`src/rtl/dac_spi_serializer_pkg.sv`:
```
// rtl/dac_spi_serializer_pkg.sv - shared constants and helpers for the DAC SPI serializer
package dac_spi_serializer_pkg;

    localparam logic [1:0] ST_IDLE  = 2'd0;
    localparam logic [1:0] ST_SHIFT = 2'd1;
    localparam logic [1:0] ST_GAP   = 2'd2;

    localparam int FRAME_BITS       = 16;
    localparam int DAC_BITS_DEFAULT = 12;

    // Busy cycles per frame: 32 sclk half-periods plus one half-period gap.
    // A sample period must exceed this by at least one cycle to avoid overruns.
    function automatic int frame_cycles(input int clk_div);
        return 33 * clk_div;
    endfunction

    // Clamp an unsigned waveform word to the DAC full-scale code.
    function automatic logic [FRAME_BITS-1:0] saturate(input logic [FRAME_BITS-1:0] s,
                                                       input int dac_bits);
        logic [FRAME_BITS-1:0] maxv;
        maxv = FRAME_BITS'((32'd1 << dac_bits) - 32'd1);
        return (s > maxv) ? maxv : s;
    endfunction

endpackage

```
`src/rtl/dac_tick_gen.sv`:
```
// rtl/dac_tick_gen.sv - enable-gated modulo-SAMPLE_DIV counter emitting a one-cycle tick
module dac_tick_gen #(
    parameter int SAMPLE_DIV = 2000
) (
    input  logic clk,
    input  logic rst_n,
    input  logic ena,
    output logic tick
);

    localparam int CW = (SAMPLE_DIV > 1) ? $clog2(SAMPLE_DIV) : 1;
    localparam logic [CW-1:0] LAST = CW'(SAMPLE_DIV - 1);

    logic [CW-1:0] cnt;

    // Count while enabled, wrap at SAMPLE_DIV-1; dropping ena restarts the period.
    always_ff @(posedge clk) begin
        if (!rst_n) begin
            cnt <= '0;
        end else if (!ena || cnt == LAST) begin
            cnt <= '0;
        end else begin
            cnt <= cnt + 1'b1;
        end
    end

    assign tick = ena && (cnt == LAST);

endmodule

```
`src/rtl/dac_spi_serializer.sv`:
```
// rtl/dac_spi_serializer.sv - paced saturating serializer into a 12-bit SPI DAC
module dac_spi_serializer
    import dac_spi_serializer_pkg::*;
#(
    parameter int CLK_DIV    = 4,
    parameter int SAMPLE_DIV = 2000,
    parameter int DAC_BITS   = DAC_BITS_DEFAULT
) (
    input  logic        clk,
    input  logic        rst_n,
    input  logic        ena,
    input  logic [15:0] sample,
    output logic        sclk,
    output logic        sync_n,
    output logic        sdata,
    output logic        busy,
    output logic        frame_done,
    output logic        overrun
);

    localparam int DW = (CLK_DIV > 1) ? $clog2(CLK_DIV) : 1;
    localparam logic [DW-1:0] DIV_LAST = DW'(CLK_DIV - 1);

    logic                  tick;
    logic [1:0]            state;
    logic [DW-1:0]         div_cnt;
    logic [3:0]            bit_cnt;
    logic [FRAME_BITS-1:0] shreg;
    logic [FRAME_BITS-1:0] word;

    dac_tick_gen #(
        .SAMPLE_DIV(SAMPLE_DIV)
    ) u_tick (
        .clk  (clk),
        .rst_n(rst_n),
        .ena  (ena),
        .tick (tick)
    );

    assign word = saturate(sample, DAC_BITS);

    // Frame FSM: latch on tick, shift on sclk rising edges, then a half-period gap.
    always_ff @(posedge clk) begin
        if (!rst_n) begin
            state      <= ST_IDLE;
            div_cnt    <= '0;
            bit_cnt    <= '0;
            shreg      <= '0;
            sclk       <= 1'b1;
            sync_n     <= 1'b1;
            sdata      <= 1'b0;
            busy       <= 1'b0;
            frame_done <= 1'b0;
            overrun    <= 1'b0;
        end else begin
            frame_done <= 1'b0;
            // Any tick outside IDLE is dropped, including on the cycle GAP exits.
            overrun    <= tick && (state != ST_IDLE);
            case (state)
                ST_IDLE: begin
                    if (tick) begin
                        shreg   <= word;
                        sdata   <= word[FRAME_BITS-1];
                        sync_n  <= 1'b0;
                        busy    <= 1'b1;
                        bit_cnt <= 4'd15;
                        div_cnt <= '0;
                        state   <= ST_SHIFT;
                    end
                end
                ST_SHIFT: begin
                    if (div_cnt == DIV_LAST) begin
                        div_cnt <= '0;
                        sclk    <= ~sclk;
                        // Data only moves on the rising edge; the DAC samples on the falling one.
                        if (!sclk) begin
                            if (bit_cnt != 4'd0) begin
                                shreg   <= {shreg[FRAME_BITS-2:0], 1'b0};
                                sdata   <= shreg[FRAME_BITS-2];
                                bit_cnt <= bit_cnt - 4'd1;
                            end else begin
                                sync_n     <= 1'b1;
                                frame_done <= 1'b1;
                                state      <= ST_GAP;
                            end
                        end
                    end else begin
                        div_cnt <= div_cnt + 1'b1;
                    end
                end
                ST_GAP: begin
                    if (div_cnt == DIV_LAST) begin
                        div_cnt <= '0;
                        busy    <= 1'b0;
                        state   <= ST_IDLE;
                    end else begin
                        div_cnt <= div_cnt + 1'b1;
                    end
                end
                default: begin
                    state <= ST_IDLE;
                end
            endcase
        end
    end

endmodule
```
`config.mk`:
```
export PLATFORM = sky130hd
export DESIGN_NAME = dac_spi_serializer
export DESIGN_NICKNAME = d
export VERILOG_FILES = /design/src/rtl/dac_spi_serializer_pkg.sv /design/src/rtl/dac_tick_gen.sv /design/src/rtl/dac_spi_serializer.sv
export SDC_FILE = /design/constraint.sdc
export NUM_CORES = 1
export LEC_CHECK = 0
export CAP_MARGIN = 20
export CORE_MARGIN = 4
export CORE_UTILIZATION = 30
export DETAILED_ROUTE_END_ITERATION = 10
export PLACE_DENSITY = 0.59
export SLEW_MARGIN = 5
export SYNTH_ARGS = -nofsm -noshare
export SYNTH_HDL_FRONTEND = slang
export SYNTH_SLANG_ARGS = --single-unit
```
`constraint.sdc`:
```
create_clock -name clk -period 2 [get_ports clk]
set_clock_uncertainty 0.2 [all_clocks]
set_input_delay 0.6 -clock clk [delete_from_list [all_inputs] [get_ports clk]]
set_output_delay 0.6 -clock clk [all_outputs]
set_load 0.05 [all_outputs]
```
==> metrics.cfg <==
[sta]
final.setup.worst_slack_ps = 80.4
drv_slew = 0
relSlewSlack_pct = 66.8
setup_viol_count_final = 0
finalCritPeriodShare_pct = 96.0
whs_ps = 258
worst_pin_slew_ps = 498
fin_crit_ps = 1920
tns_ps = 0
fmax_ghz = 0.521
rsz0062_at_grt = no
hold_viol_final = 0

[cts]
cts.clk_slew.worst_paths_ps = 80
cts_sinks = 40
cts_buffers = 5
cts_tree = built
clockBufferDepth = 2
cts_max_level = 2
clock_latency_ps = 290
cts-root-buf = clkbuf_8

[run_status]
status = complete, no violations

[worst_setup_path]
ff2ff_setup_slack_ps = 100
worstSetupPathType = in -> reg
cp.required_ps = 1970
timing.rr.end = shreg[12]
crit_path_max_fanout = 6
crit_arrival_ps = 1890
startpoint_type = primary input
crit_path_end = shreg[11]
crit_start = sample[13]
rr_startpoint = u_tick.cnt[1]
reg2regPathDepth = 7
endpoint_kind = register

[finish]
finalNonFillerCells = 369
fillers = 679
n_antenna_cell = 0
fin_area_sq_um = 2790
syn2layout_area_growth_pct = 32.3
final_nets = 298
drive_gt1_share_pct = 23.8
final_util_pct = 41.1

[placement]
place.gp.congestion = 0.794
place_hpwl_um = 3500
dpl_cell_area_sq_um = 2670
place_ws_ps = -479
post-place-cells = 359
port_buffers = 24

[global_routing]
grtUsageMet3_pct = 2.54
grt_max_degree = 22
grtUsageTotal_pct = 12.7
use_met1_pct = 17.6
antenna_found_initial = 0
met2_usage_pct = 20.3
grt.busiest_layer = met2
grt_first_pass_wirelength_um = 8910
first_global_vias = 1807
overflow = 0

[yosys]
avgSynthCellArea_sq_um = 9.29
synth_most_common_cell = dfxtp_1
synth_common_cells = 40 x dfxtp_1, 21 x nand2_1, 13 x a21oi_1, 13 x nor2_1, 13 x or3_1
synthTopCellsByArea = dfxtp_1 38%, mux2i_1 5.7%, o211ai_1 4.3%
synth_top_area_share_pct = 38.0
syn_area_sq_um = 2110
yosysSeqAreaShare_pct = 38.0
yosysUniqueCellTypes = 50
synth-seq-cells = 40
synthCells = 227
async_flop_share_pct = 0
synth_top_area_cell = dfxtp_1
synth-edff-count = 0
synthesis.nets = 253
ys.flop_type = dfxtp_1
yosysWarnings = 0

[floorplan]
die_w_um = 91.9
initial_core_util_pct = 31.0
die_area_sq_um = 8440
rows = 30
die_h_um = 91.9
core_area_sq_um = 6790
io_pins = 25

[route]
drc = 0
routedWlPerCell_um = 13.5
drt-pass1-iter-count = 4
via_per_inst = 4.90
vias = 1808
drt_iter0_drc = 91
ant_nets = 0
routed_wl_um = 4990

[power]
power.leakage_nw = 1.04
ir_worst_vdd_v = 0.000342
power_mw = 1.46
p_per_area_nw_per_um2 = 524

[job]
maxCapViolCount = 0

[min_path]
hold_path_class = reg -> reg

[final cells by class]
type / count / area [sq um] / share of cell area, %
clock buffer: 6 / 82.6 / 2.96
sequential: 40 / 801 / 28.7
inverter: 10 / 37.5 / 1.35
timing repair buffer: 49 / 507 / 18.2
multi-input combinational: 166 / 1230 / 44.2
tap: 96 / 120 / 4.30
clock inverter: 2 / 10.0 / 0.359
[timing repair]
action,CTS,global route
pin swaps,2,3
resized for setup,10,11
hold buffers,0,0
buffers inserted,1,0
gates cloned,1,0
setup endpoints to repair,21,25
[worst min-delay path by stage]
stage / slack, ps / startpoint / to / depth (start not counted)
floorplan: 230 / u_tick.cnt[0] / u_tick.cnt[0] / 1
global placement: 250 / shreg[1] / shreg[1] / 2
detailed placement: 250 / shreg[1] / shreg[1] / 2
CTS: 260 / shreg[1] / shreg[1] / 2
global route: 290 / shreg[5] / shreg[5] / 2
finish: 260 / shreg[1] / shreg[1] / 2
[per-layer routing]
| layer | vias to the layer above | wire length [um] | share of wire [%] |
|---|---|---|---|
| met1 | 855 | 2520 | 50 |
| met3 | 5 | 122 | 2.4 |
| met4 | 0 | 36 | 0.72 |
| met5 | - | 0 | 0 |
| met2 | 19 | 2310 | 46 |
| li1 | 929 | - | - |
[worst max-delay path, stage by stage]
cell and delay (ps):
dlygate4sd2_1 260, or4_4 470, or3_1 360, o211ai_1 100, mux2i_1 100
[layout by cell type, fill, tap and decap left out, drive strengths merged, types with 7 or more instances in the layout]
master,instances
o211ai,13
ha,7
clkdlybuf4s50,13
buf,31
or3,13
dfxtp,40
nand3,7
nor2,14
o21ai,13
clkbuf,9
mux2i,12
nand2,22
a21oi,14
inv,10
[power breakdown]
| part | switching [mW] | internal, mW |
|---|---|---|
| registers | 0.00384 | 0.799 |
| logic | 0.0455 | 0.0574 |
| clock network | 0.280 | 0.276 |
| total | 0.330 | 1.13 |
[flip-flops by register name, summed over array words and instances (netlist names)]
| name | cells |
|---|---|
| state | 2 |
| busy | 1 |
| sync_n | 1 |
| shreg | 15 |
| div_cnt | 2 |
| sclk | 1 |
| u_tick.cnt | 11 |
| overrun | 1 |
| sdata | 1 |
| bit_cnt | 4 |
| frame_done | 1 |
[logic make-up after synthesis]
| logic type | Yosys count | share of synthesized area (%) |
|---|---|---|
| buf+inv | 22 | 5.04 |
| mux | 12 | 5.69 |
| simple gates | 81 | 22.5 |
| fa+ha+maj | 7 | 4.15 |
| compound gates | 59 | 22.2 |
| flops | 40 | 38.0 |
| xor+xnor | 6 | 2.49 |
(Power assumes the default switching activity.)
==> RTL edit 1 (same settings) <==
Change the parameter `CLK_DIV` from 4 to 8.
--- a/src/rtl/dac_spi_serializer.sv
+++ b/src/rtl/dac_spi_serializer.sv
@@ -2,7 +2,7 @@
 module dac_spi_serializer
     import dac_spi_serializer_pkg::*;
 #(
-    parameter int CLK_DIV    = 4,
+    parameter int CLK_DIV    = 8,
     parameter int SAMPLE_DIV = 2000,
     parameter int DAC_BITS   = DAC_BITS_DEFAULT
 ) (
Function: same outputs for any inputs over 10 cycles, from zero or initial values and one cycle with rst_n low; that may be too few to reach the edited logic, so the function may still have changed.
==> RTL edit 1 against the unedited design <==
- critical path type is now flip-flop to flip-flop
- wire length shrank 5.9%
- die area up 0.44%
- global-route usage is 1.6 points lower
- sequential cell count is 1 higher
- synthesized area increased by 0.47%
- cell area rose by 3.5%
- worst setup slack got worse by 0.026 ns
Power is not compared: it rests on default switching activity, and its combinational part moved more than twofold at a synthesized area within 25%.
==> RTL edit 1: results (changes against the unedited design) <==
[run_status]
outcome=finished, final reports clean

[pwr]
p_sw_uw=895.0

[placement]
dp_hpwl_mm=3.379  ; -3.4%
place_ws_ns=-0.4689  ; +0.009630 ns
place_inst=382  ; +6.4%
gp_congestion=0.8070  ; +1.7%

[cells_and_area]
multi_input_gates=184  ; +11%
buf_share_pct=19.62  ; +1.5 points
fillerInstances=694  ; +2.2%
final_util_pct=42.29  ; +1.2 points
finalNetCount=321  ; +7.7%
fin_cells=391  ; +6.0%
flops_and_latches=41  ; +2.5%
nonClockBufferCount=52  ; +6.1%
drive_gt1_share_pct=20.00  ; -3.8 points
clk_share_pct=2.988  ; -0.33 points
seq_area_um2=820.8  ; +2.5%

[global_route]
grt_usage_pct=11.08  ; -1.6 points
grt_max_degree=33  ; +50%
grt_pass1_wl_mm=7.769  ; -13%

[drt]
num_vias=1894  ; +4.8%
wl_per_cell_um=12.01  ; -11%
drtIter0Drc=98  ; +7.7%

[synthesis]
synth_nets=276  ; +9.1%
yosysSeqAreaShare_pct=38.72  ; +0.77 points
avgSynthCellArea_um2=8.512  ; -8.4%
ys_types=46  ; -8.0%
synth_common_cells=41 x dfxtp_1, 27 x nor2_1, 25 x a21oi_1, 19 x nand3_1, 18 x nand2_1
synth_area_leaders=dfxtp_1 39%, a21oi_1 5.9%, nor2_1 4.8%
ys.flop_type=dfxtp_1

[worst_setup_path]
crit_fanout=4  ; -2
critical_path_arrival_ns=1.98  ; +0.09 ns
critical-path-max-stage-delay_ns=0.42  ; -0.05 ns
slowest_stage=nor4b_1

[sta]
finalMaxSlewViolations=0  ; unchanged
maxSlewHeadroom_pct=68.88  ; +2.1 points

[clock_network]
cts_buffers=5  ; unchanged
root_buffer=clkbuf_8
ctsLongestPathBuffers=2  ; unchanged

[RTL edit 1: changes by cell type after synthesis, sizes merged, moves of 4 or more]
cell / delta
nand2: -4
o21ai: +4
nor2b: +11
mux2i: -7
a21oi: +11
or3: -13
o211ai: -13
nand3: +14
o2111ai: -5
nor2: +14
xor2: +4
nand4: +5
[RTL edit 1: path summary, 6_finish.rpt]
path	startpoint	endpoint	slack, ns	cells after the start
worst max register to register	bit_cnt[1]	state[1]	0.05	6
worst min register to register	shreg[12]	shreg[12]	0.27	2
worst min-delay path	shreg[12]	shreg[12]	0.27	2
worst max-delay path	bit_cnt[1]	state[1]	0.05	6
[RTL edit 1: per-layer routing]
metal	global-route usage, %	part of all wire [%]
met1	14.72	49
met2	17.76	48
met3	2.133	2.2
met4	4.084	1.1
met5	0	0
[RTL edit 1: kinds of logic (layout without fill, tap and decap cells)]
group / after synthesis / after routing / synth area share [%]
AO/OA/AOI/OAI: 58 / 58 / 18.71
XOR/XNOR: 10 / 10 / 4.132
adder cells (fa/ha/maj): 8 / 8 / 4.723
buffers and inverters: 24 / 70 / 4.840
flip-flops: 41 / 41 / 38.73
multiplexers: 6 / 6 / 2.893
AND/OR/NAND/NOR: 102 / 102 / 25.97
[RTL edit 1: timing repair]
| item | CTS | global route |
|---|---|---|
| setup buffers | 1 | 0 |
| endpoints found under the setup margin | 25 | 35 |
| gates resized for setup | 4 | 11 |
| gates cloned | 0 | 0 |
| hold buffers | 0 | 0 |
| pin swaps | 2 | 2 |
[RTL edit 1: power groups by stage]
stage | clock network, mW | logic, mW | registers [mW]
finish | 0.533 | 1.04 | 0.953
global route | 0.594 | 1.14 | 0.966
CTS | 0.557 | 0.983 | 0.949
detailed placement | 0 | 0.968 | 0.966
global placement | 0 | 0.952 | 0.964
floorplan | 0 | 0.637 | 0.956
==> RTL edit 2 (config.mk and constraints unchanged) <==
Made on the original files. Put one more register stage on the output `overrun`, with the module's reset. The value now appears one clock later. The other outputs are not delayed to match.
--- a/src/rtl/dac_spi_serializer.sv
+++ b/src/rtl/dac_spi_serializer.sv
@@ -20,6 +20,8 @@
 
     localparam int DW = (CLK_DIV > 1) ? $clog2(CLK_DIV) : 1;
     localparam logic [DW-1:0] DIV_LAST = DW'(CLK_DIV - 1);
+
+    logic overrun_s0;
 
     logic                  tick;
     logic [1:0]            state;
@@ -51,11 +53,11 @@
             sdata      <= 1'b0;
             busy       <= 1'b0;
             frame_done <= 1'b0;
-            overrun    <= 1'b0;
+            overrun_s0 <= 1'b0;
         end else begin
             frame_done <= 1'b0;
             // Any tick outside IDLE is dropped, including on the cycle GAP exits.
-            overrun    <= tick && (state != ST_IDLE);
+            overrun_s0 <= tick && (state != ST_IDLE);
             case (state)
                 ST_IDLE: begin
                     if (tick) begin
@@ -104,4 +106,12 @@
         end
     end
 
+    always_ff @(posedge clk) begin
+        if (!rst_n) begin
+            overrun <= '0;
+        end else begin
+            overrun <= overrun_s0;
+        end
+    end
+
 endmodule
Behaviour: same outputs for any inputs over 10 cycles, from zero or initial values and one cycle with rst_n low; that may be too few to reach the edited logic, so the function may still have changed.
==> RTL edit 2 against the unedited design <==
- wire length shrank 19%
- register-to-register slack gained 0.04 ns
- synthesized area shrank 9.0%
- clock power shrank 3.8%
- power shrank 0.92%
- hold slack lost 0.021 ns
- cell area shrank 4.7%
- worst setup slack gained 0.018 ns
- sequential cell count grew 1
- largest power group unchanged
==> RTL edit 2: results (changes against the unedited design) <==
[synthesis]
avgSynthCellArea_um2=9.549  ; +2.8%
ys_types=38  ; -24%
synth_nets=227  ; -10%
synth_common_cells=41 x dfxtp_1, 27 x nand2_1, 17 x mux2i_1, 11 x o221ai_1

[run_status]
outcome=finished, final reports clean

[cells_and_area]
seq_area_um2=823.3  ; +2.8%
fillerInstances=597  ; -12%
finalNetCount=274  ; -8.1%
multi_input_area_um2=1060  ; -14%
syn2layout_area_growth_pct=38.59
multi_input_gates=141  ; -15%
fin_cells=323  ; -12%
buf_share_pct=21.17  ; +3.0 points

[drt]
num_vias=1609  ; -11%
drtIter0Drc=58  ; -36%
wirelength_met1_mm=1.881  ; -25%
met2_wirelength_mm=1.998  ; -14%
wl_per_cell_um=12.55  ; -7.1%

[worst_setup_path]
slowest_stage=clkdlybuf4s50_1
rr_endpoint=div_cnt[0]
rrSetupSlack_ns=0.14  ; +0.04 ns
crit_fanout=11  ; +5
crit_family=buffers and inverters
critical_path_arrival_ns=1.87  ; -0.02 ns
crit_end=shreg[1]
r2r_cells=8  ; +1

[global_route]
grt_pass1_wl_mm=7.210  ; -19%
met2_usage_pct=19.66  ; -0.60 points
gr-usage-met3_pct=2.822  ; +0.28 points
grt_usage_pct=11.91  ; -0.82 points
globalRouteMet1Util_pct=14.54  ; -3.0 points

[sta]
setup_slack_ns=0.09853  ; +0.01816 ns
maxSlewHeadroom_pct=52.56  ; -14 points

[pwr]
p_comb_uw=93.5  ; -9%
ir_worst_vdd_v=0.0002343  ; -32%

[placement]
gp_congestion=0.7787  ; -1.9%
place_area_um2=2434  ; -8.7%

==> RTL edit 2: changes by cell type after synthesis, sizes merged, moves of 3 or more <==
cell     unedited run  this run
o211ai             13         1
or3                13         1
a21oi              14         3
o221ai              0        11
o21ai              13         3
nand2              22        28
mux2i              12        17
o2111ai             5         0
nor2               14        10
nand3               7        10
nand4               2         5
nor3                3         6
xor2                2         5
==> RTL edit 2: repair_timing <==
item,4_1_cts,5_1_grt
buffers inserted,6,0
gates resized for setup,11,7
pin swaps,5,2
endpoints found under the setup margin,24,26
gates cloned,2,0
endpoints found under the hold margin,0,0
==> RTL edit 2: kinds of logic (layout without fill, tap and decap cells) <==
kind of cell,count (synthesis),after routing,synth area share (%)
and+or+nand+nor,78,78,21.64
DFF,41,41,42.76
AOI/OAI and AO/OA,31,31,14.02
buffers and inverters,19,66,4.498
muxes,17,17,8.866
xor gates and xnor gates,8,8,3.651
adders and majority gates,7,7,4.563
